File: config.mk
export PLATFORM = sky130hd
export DESIGN_NAME = instr_cache_2way
export DESIGN_NICKNAME = d
export VERILOG_FILES = /design/src/rtl/instr_cache_2way.sv
export SDC_FILE = /design/constraint.sdc
export NUM_CORES = 2
export LEC_CHECK = 0
export CAP_MARGIN = 0
export CORE_UTILIZATION = 25
export CTS_CLUSTER_SIZE = 40
export DETAILED_ROUTE_END_ITERATION = 10
export RECOVER_POWER = 50
export SYNTH_ARGS = -nofsm -noshare
export SYNTH_HDL_FRONTEND = slang
export SYNTH_SLANG_ARGS = --single-unit
File: constraint.sdc
create_clock -name clk -period 20.4 [get_ports clk]
set_input_delay 6.12 -clock clk [delete_from_list [all_inputs] [get_ports clk]]
set_output_delay 6.12 -clock clk [all_outputs]
set_load 0.01 [all_outputs]
File: src/rtl/instr_cache_2way.sv
// 2-way set-associative instruction cache: multi-word lines, burst refill, pseudo-LRU, flush, hit/miss counters.
// Hit: gnt in the request cycle, rvalid one cycle later. Miss: one memory beat per word; the core request is held until the line arrives.
module instr_cache_2way #(
  parameter int LOG_SETS  = 3,
  parameter int LOG_WORDS = 2,
  parameter int CNT_W     = 32
) (
  input  logic             clk,
  input  logic             res,
  input  logic             flush,
  input  logic             cached_instr_req,
  input  logic [31:0]      cached_instr_adr,
  output logic             cached_instr_gnt,
  output logic             cached_instr_rvalid,
  output logic [31:0]      cached_instr_read,
  output logic             instr_req,
  output logic [31:0]      instr_adr,
  input  logic             instr_gnt,
  input  logic             instr_rvalid,
  input  logic [31:0]      instr_read,
  output logic [CNT_W-1:0] hit_count,
  output logic [CNT_W-1:0] miss_count
);

  localparam int SETS  = 1 << LOG_SETS;
  localparam int WORDS = 1 << LOG_WORDS;
  localparam int TAG_W = 30 - LOG_SETS - LOG_WORDS;

  typedef enum logic [2:0] {IDLE, RESP, REFILL_REQ, REFILL_WAIT, FLUSH} state_t;

  state_t                 state;
  logic                   flush_pending;
  logic [SETS-1:0]        valid [2];
  logic [SETS-1:0]        lru;
  logic [TAG_W-1:0]       tag_mem  [2][SETS];
  logic [31:0]            data_mem [2][SETS][WORDS];

  logic                   rvalid_q;
  logic [31:0]            read_q;
  logic [TAG_W-1:0]       ref_tag;
  logic [LOG_SETS-1:0]    ref_set;
  logic                   ref_way;
  logic [LOG_WORDS-1:0]   cnt;

  logic [LOG_WORDS-1:0]   a_word;
  logic [LOG_SETS-1:0]    a_set;
  logic [TAG_W-1:0]       a_tag;
  logic                   hit0, hit1, hit, hit_way, victim;
  logic                   take_hit, refill_wr, refill_last;
  logic                   unused_adr_bits;

  assign a_word = cached_instr_adr[LOG_WORDS+1:2];
  assign a_set  = cached_instr_adr[LOG_SETS+LOG_WORDS+1:LOG_WORDS+2];
  assign a_tag  = cached_instr_adr[31:LOG_SETS+LOG_WORDS+2];
  assign unused_adr_bits = ^cached_instr_adr[1:0];

  assign hit0    = valid[0][a_set] && (tag_mem[0][a_set] == a_tag);
  assign hit1    = valid[1][a_set] && (tag_mem[1][a_set] == a_tag);
  assign hit     = hit0 || hit1;
  assign hit_way = hit1;
  // Fill empty ways first so LRU only arbitrates between two live lines.
  assign victim  = !valid[0][a_set] ? 1'b0 : (!valid[1][a_set] ? 1'b1 : lru[a_set]);

  assign take_hit    = !res && (state == IDLE) && !flush && !flush_pending &&
                       cached_instr_req && hit;
  assign refill_wr   = !res && (state == REFILL_WAIT) && instr_rvalid;
  assign refill_last = (cnt == '1);

  assign cached_instr_gnt    = take_hit;
  assign cached_instr_rvalid = rvalid_q;
  assign cached_instr_read   = read_q;
  assign instr_req           = (state == REFILL_REQ);
  assign instr_adr           = {ref_tag, ref_set, cnt, 2'b00};

  always_ff @(posedge clk) begin
    if (refill_wr) begin
      data_mem[ref_way][ref_set][cnt] <= instr_read;
      if (refill_last) tag_mem[ref_way][ref_set] <= ref_tag;
    end
  end

  always_ff @(posedge clk) begin
    if (res) begin
      state         <= IDLE;
      flush_pending <= 1'b0;
      valid[0]      <= '0;
      valid[1]      <= '0;
      lru           <= '0;
      rvalid_q      <= 1'b0;
      read_q        <= '0;
      ref_tag       <= '0;
      ref_set       <= '0;
      ref_way       <= 1'b0;
      cnt           <= '0;
      hit_count     <= '0;
      miss_count    <= '0;
    end else begin
      rvalid_q <= 1'b0;
      read_q   <= '0;
      // A flush seen outside IDLE is remembered and honoured at the next IDLE.
      if (flush && state != IDLE && state != FLUSH) flush_pending <= 1'b1;
      case (state)
        IDLE: begin
          if (flush || flush_pending) begin
            state <= FLUSH;
          end else if (cached_instr_req) begin
            if (hit) begin
              rvalid_q       <= 1'b1;
              read_q         <= data_mem[hit_way][a_set][a_word];
              lru[a_set]     <= ~hit_way;
              if (hit_count != '1) hit_count <= hit_count + 1'b1;
              state          <= RESP;
            end else begin
              ref_tag        <= a_tag;
              ref_set        <= a_set;
              ref_way        <= victim;
              cnt            <= '0;
              if (miss_count != '1) miss_count <= miss_count + 1'b1;
              state          <= REFILL_REQ;
            end
          end
        end
        RESP: state <= IDLE;
        REFILL_REQ: begin
          if (instr_gnt) state <= REFILL_WAIT;
        end
        REFILL_WAIT: begin
          if (instr_rvalid) begin
            if (cnt == '0) valid[ref_way][ref_set] <= 1'b0;
            if (refill_last) begin
              valid[ref_way][ref_set] <= 1'b1;
              lru[ref_set]            <= ~ref_way;
              state                   <= IDLE;
            end else begin
              cnt   <= cnt + 1'b1;
              state <= REFILL_REQ;
            end
          end
        end
        FLUSH: begin
          valid[0]      <= '0;
          valid[1]      <= '0;
          lru           <= '0;
          flush_pending <= 1'b0;
          state         <= IDLE;
        end
        default: state <= IDLE;
      endcase
    end
  end

endmodule

# Word-level counts from Yosys, hierarchy flattened
# Memory sizes are Yosys's and may differ from the RTL's.
# Index checks and enable logic that the tools add are counted.
[totals] reg_bits=140 ramBits=2464 inputBits=70 output_inout_bits=131 elab_cells=184 n_memories=3
[op_classes] addsub=3 n_lt_le_gt_ge=10 n_eq_ne=18 n_mux=84 bitwise=20 reduce_logical=35
[mem_list] memory="data_mem" depth=2 word_bits=1024 read_ports=1 rd_ports_with_merged_regs=0 write_ports=1 line_no="36" text="logic [31:0] data_mem [2][SETS][WORDS];"
[mem_list] memory="tag_mem" depth=2 word_bits=200 read_ports=2 rd_ports_with_merged_regs=0 write_ports=1 line_no="35" text="logic [TAG_W-1:0] tag_mem [2][SETS];"
[mem_list] memory="valid" depth=2 word_bits=8 read_ports=2 rd_ports_with_merged_regs=0 write_ports=2 line_no="33" text="logic [SETS-1:0] valid [2];"
[ops] operator="1024-bit 2-to-1 mux" n=1
[ops] operator="128-bit binary-select mux with 3-bit select" n=1
[ops] operator="128-bit demux with 3-bit select" n=1
[ops] operator="128-bit 2-to-1 mux" n=3
[ops] operator="200-bit 2-to-1 mux" n=1
[ops] operator="25-bit binary-select mux with 3-bit select" n=2
[ops] operator="25-bit 2-to-1 mux" n=5
[ops] operator="32-bit 2-to-1 mux" n=3
[ops] operator="8-bit 2-to-1 mux" n=11
[ops] operator="25-bit demux with 3-bit select" n=1
[ops] operator="32-bit by 1-bit adder with 32-bit output, second input constant" n=2
[ops] operator="32-bit binary-select mux with 2-bit select" n=1
[ops] operator="32-bit demux with 2-bit select" n=1
[ops] operator="32-bit inequality test, second input constant" n=2
[ops] operator="25-bit equality test" n=2
[ops] operator="1-bit 2-to-1 mux" n=32
[ops] operator="8-bit one-hot mux with 3 select lines" n=1
[ops] operator="8-bit bitwise mux" n=2
[ops] operator="1-bit logical AND" n=15
[ops] operator="2-bit 2-to-1 mux" n=7
[ops] operator="2-bit inequality test, second input constant" n=7
[ops] operator="3-bit 2-to-1 mux" n=4
[ops] operator="6-bit AND reduction" n=2
[ops] operator="1-bit OR" n=10
[ops] operator="other kinds (33)" n=53

# Longest topological paths before layout
# An unclocked memory read counts as a cell.
[depth] ltp_word=13 depth_mapped=21 depth_no_buf=11

# Least setup slack after synthesis
# Ideal clock, no wire load.
[synth_timing] path_kind="input-to-output" startpoint="in cached_instr_adr[4]" endpoint="out cached_instr_gnt" arrival_time_ns=9.233 required_time_ns=14.280 path_slack_ns=5.047 cell_stages=14 path_cell_list="buf_6 > buf_8 > buf_8 > buf_6 > buf_4 > buf_2 > mux2i_1 > o22ai_1 > or4_1 > a2111oi_0 > nand4_1 > nor4_2 > nor2_1 > nor3_1"
[synth_between] elab_chain_cells=8
[synth_rtl] item="start, declared" line_no="12" text="input logic [31:0] cached_instr_adr,"
[synth_rtl] item="3-bit inverter with 4-bit output (not written as such)" line_no="57, 58"
[synth_rtl] item="25-bit binary-select mux with 3-bit select (on tied branches)" line_no="57, 58"
[synth_rtl] item="25-bit 2-to-1 mux (on tied branches) (2 in series)" line_no="57, 58"
[synth_rtl] item="25-bit equality test (on tied branches)" line_no="57, 58"
[synth_rtl] item="1-bit logical AND (on tied branches)" line_no="57, 58"
[synth_rtl] item="1-bit logical OR (*)" line_no="59" text="assign hit = hit0 || hit1;"
[synth_rtl] item="1-bit logical AND (*)" line_no="65" text="cached_instr_req && hit;"
[synth_rtl] item="end, declared" line_no="13" text="output logic cached_instr_gnt,"
# Mark *: on every way between the ends. The rest lies on a longest branch, timed or not. The select of a mux whose other input is x is not followed.

# Worst setup path in the final report
[layout_timing] startpoint="in cached_instr_adr[5]" endpoint="out cached_instr_gnt"
# Same word-level chain as after synthesis.

==> results.yml <==
logic_synthesis:
  synth.most_common_cell: "edfxtp_1"
  yosysSeqAreaShare_pct: 76.4
  yosys.area.top_type_share_pct: 73.6
  synth-edff-count: 2464
  yosysWarnings: 0
  synth_area_um2: 100000
  syn_area_per_cell_um2: 18.4
  ys_async_sr_fraction_pct: 0
  synth.area.top_cells: "edfxtp_1 (74%), mux4_2 (8.1%), mux2i_1 (3.4%)"
  synth_cells: 5469
  ys_seq_elements: 2604
  ys_types: 80
  synth_flop_cell: "edfxtp_1"
  synth_common_cells: "edfxtp_1 (2464), nand2_1 (466), mux4_2 (360)"
  synth_top_area_cell: "edfxtp_1"
sta:
  tightest_slew_ps: 3380
  rsz0062_at_grt: "no"
  final-setup-viol-count: 0
  hold_violations: 0
  fmax_mhz: 56.4
  finalCriticalPeriod_ps: 17740
  fin_tns_setup_ps: 0
  finalCritPeriodShare_pct: 86.9
  clock_skew_ps: 92.6
  worst_slew_margin_rel_pct: -125
  slew_violations: 2321
worst_setup_path:
  cpMaxStageDelayCell: "nor4b_1"
  crit_top_cell: "nor3_1"
  cp-end-kind: "output port"
  arrival_ps: 11620
  cp_cell_sequence: "buf_6 -> buf_4 -> mux2_2 -> o22ai_1 -> nor3_1 -> nor4_1 -> nand3_1 -> nor4b_1 -> nor2_1 -> nor3_1 -> clkdlybuf4s50_1"
  crit_type: "input port to output port"
  slowest_delay_ps: 1040
  worstPathRequired_ps: 14280
  critPathMaxFanout: 62
  cp-start-kind: "input port"
pwr:
  leakagePower_nw: 36.6
  pwr-share-comb_pct: 3.6
  irDropWorstVdd_mv: 0.0778
  p_switching_mw: 2.29
  sw_frac_of_total_pct: 21.2
  power_density_nw_per_um2: 92.2
  internal_power_mw: 8.50
  pwr-share-clk_pct: 41.8
  seq_power_share_pct: 54.6
  power_mw: 10.8
grt:
  gr-total-overflow: 0
  grt_max_degree: 126
  antenna_found_initial: 42
  grt_pass1_wl_um: 422000
  first_global_vias: 53633
  grtUsageTotal_pct: 14.6
floorplanning:
  die_w_um: 636
  rows: 232
  fp.dieH_um: 636
  initial_core_util_pct: 25.1
  dieArea_um2: 404000
  pin_count: 201
  core_um2: 400000
drt:
  antenna_left: 0
  vias_per_cell: 4.97
  drt_iter0_markers: 7658
  drcViolationCount: 0
  drtPass1Iterations: 6
  wl_um: 306000
  vias: 55820
  wl_per_cell_um: 27.3
finish:
  area_growth_syn_to_layout_pct: 16.4
  multi_input_area_um2: 22900
  fin_area_um2: 117000
  fill_cells: 38803
  nets: 5829
  drive_gt1_share_pct: 17.4
  regArea_um2: 76800
cts:
  cts_made_buffers: 247
  cts_tree: "yes"
  clk_pin_slew_worst_paths_ps: 70
  cts_resized: 0
  root_buffer: "clkbuf_16"
  cts_sinks: 2604
  htree_levels: 4
  clk-insertion-delay-late_ps: 940
  clockBufferDepth: 4
  post-cts-setup-buffer-count: 0
  ctsHoldBuffers: 0
worst_hold_path:
  holdCritPathClass: "flip-flop to flip-flop"
outcome:
  status: "complete, but fails checks"
  violations: "capacitance limit, slew limit"
place:
  gp_congestion: 0.792
  placedInstanceArea_um2: 109000
  portBuffers: 196
  dp_hpwl_um: 166000
job:
  cap_violations: 41
## final cells by class
class,count,share of cell area (%)
sequential,2604,65.7
multi-input combinational,2547,19.5
clock buffer,324,5.65
tap,5265,5.63
timing repair buffer,336,2.43
clock inverter,122,1.00
inverter,17,0.0546
antenna,10,0.0214
## registers in the layout, summed over array words and instances (netlist names), named ones only
| name | cells |
|---|---|
| miss_count | 32 |
| hit_count | 32 |
| tag_mem | 400 |
| valid | 16 |
| ref_set | 3 |
| ref_way | 1 |
| cached_instr_rvalid | 1 |
| cnt | 2 |
| ref_tag | 25 |
| data_mem | 2048 |
| cached_instr_read | 32 |
| state | 3 |
| flush_pending | 1 |
## worst paths after layout
path,start,to,slack [ps],cells after the start
max,cached_instr_adr[5],cached_instr_gnt,2660,11
min,flush_pending,flush_pending,500,1
max reg2reg,valid[1][4],cached_instr_read[23],14130,11
min reg2reg,flush_pending,flush_pending,500,1
## layer usage
layer | wire length, um | global-route usage [%] | part of all wire, %
met5 | 189 | 0 | 0.062
met4 | 9600 | 4.17 | 3.1
met3 | 32600 | 2.87 | 11
met2 | 139000 | 22.8 | 45
met1 | 125000 | 20.6 | 41
## per-stage QoR
stage,instances,util (%),setup slack [ps],hold WS [ps]
final,11225,29.3,2660,504
after global routing,11217,29.3,2370,522
after CTS,11215,29.3,2690,498
after detailed placement,10769,27.3,2690,480
after global placement,10769,27.3,2760,480
after floorplan,5470,-,5050,464
## critical path, delay by kind of cell
| family | cells | cell delay (ps) |
|---|---|---|
| multiplexers | 1 | 410 |
| AO/OA/AOI/OAI | 1 | 220 |
| buffers and inverters | 3 | 2010 |
| AND/OR/NAND/NOR | 6 | 2660 |
## power groups by stage
| stage | logic, mW | registers (mW) | clock network [mW] |
|---|---|---|---|
| 2_1_floorplan | 0.187 | 5.99 | 0 |
| 6_report | 0.385 | 5.89 | 4.51 |
| 5_1_grt | 0.407 | 5.89 | 4.74 |
| 3_3_place_gp | 0.376 | 6.00 | 0 |
| 3_5_place_dp | 0.385 | 6.00 | 0 |
| 4_1_cts | 0.386 | 5.88 | 4.56 |
## cell usage in the layout (no fill, tap or decap), types with 86 or more instances in the layout
| cell | count |
|---|---|
| dlygate4sd3_1 | 90 |
| mux2i_1 | 345 |
| nand2_1 | 457 |
| o21ai_0 | 86 |
| mux4_2 | 360 |
| clkbuf_16 | 248 |
| o22ai_1 | 113 |
| nor2_1 | 120 |
| dfxtp_1 | 140 |
| edfxtp_1 | 2464 |
| buf_4 | 131 |
| a21oi_1 | 226 |
| clkbuf_1 | 102 |
## kinds of logic after synthesis
| group | count (synthesis) | share of synthesized area (%) |
|---|---|---|
| compound gates | 712 | 4.65 |
| xor+xnor | 86 | 0.750 |
| fa+ha+maj | 6 | 0.0747 |
| buf+inv | 319 | 1.52 |
| flops | 2604 | 76.4 |
| mux | 762 | 12.1 |
| other cells | 1 | 0.00373 |
| simple gates | 979 | 4.43 |
(Power assumes the default switching activity.)
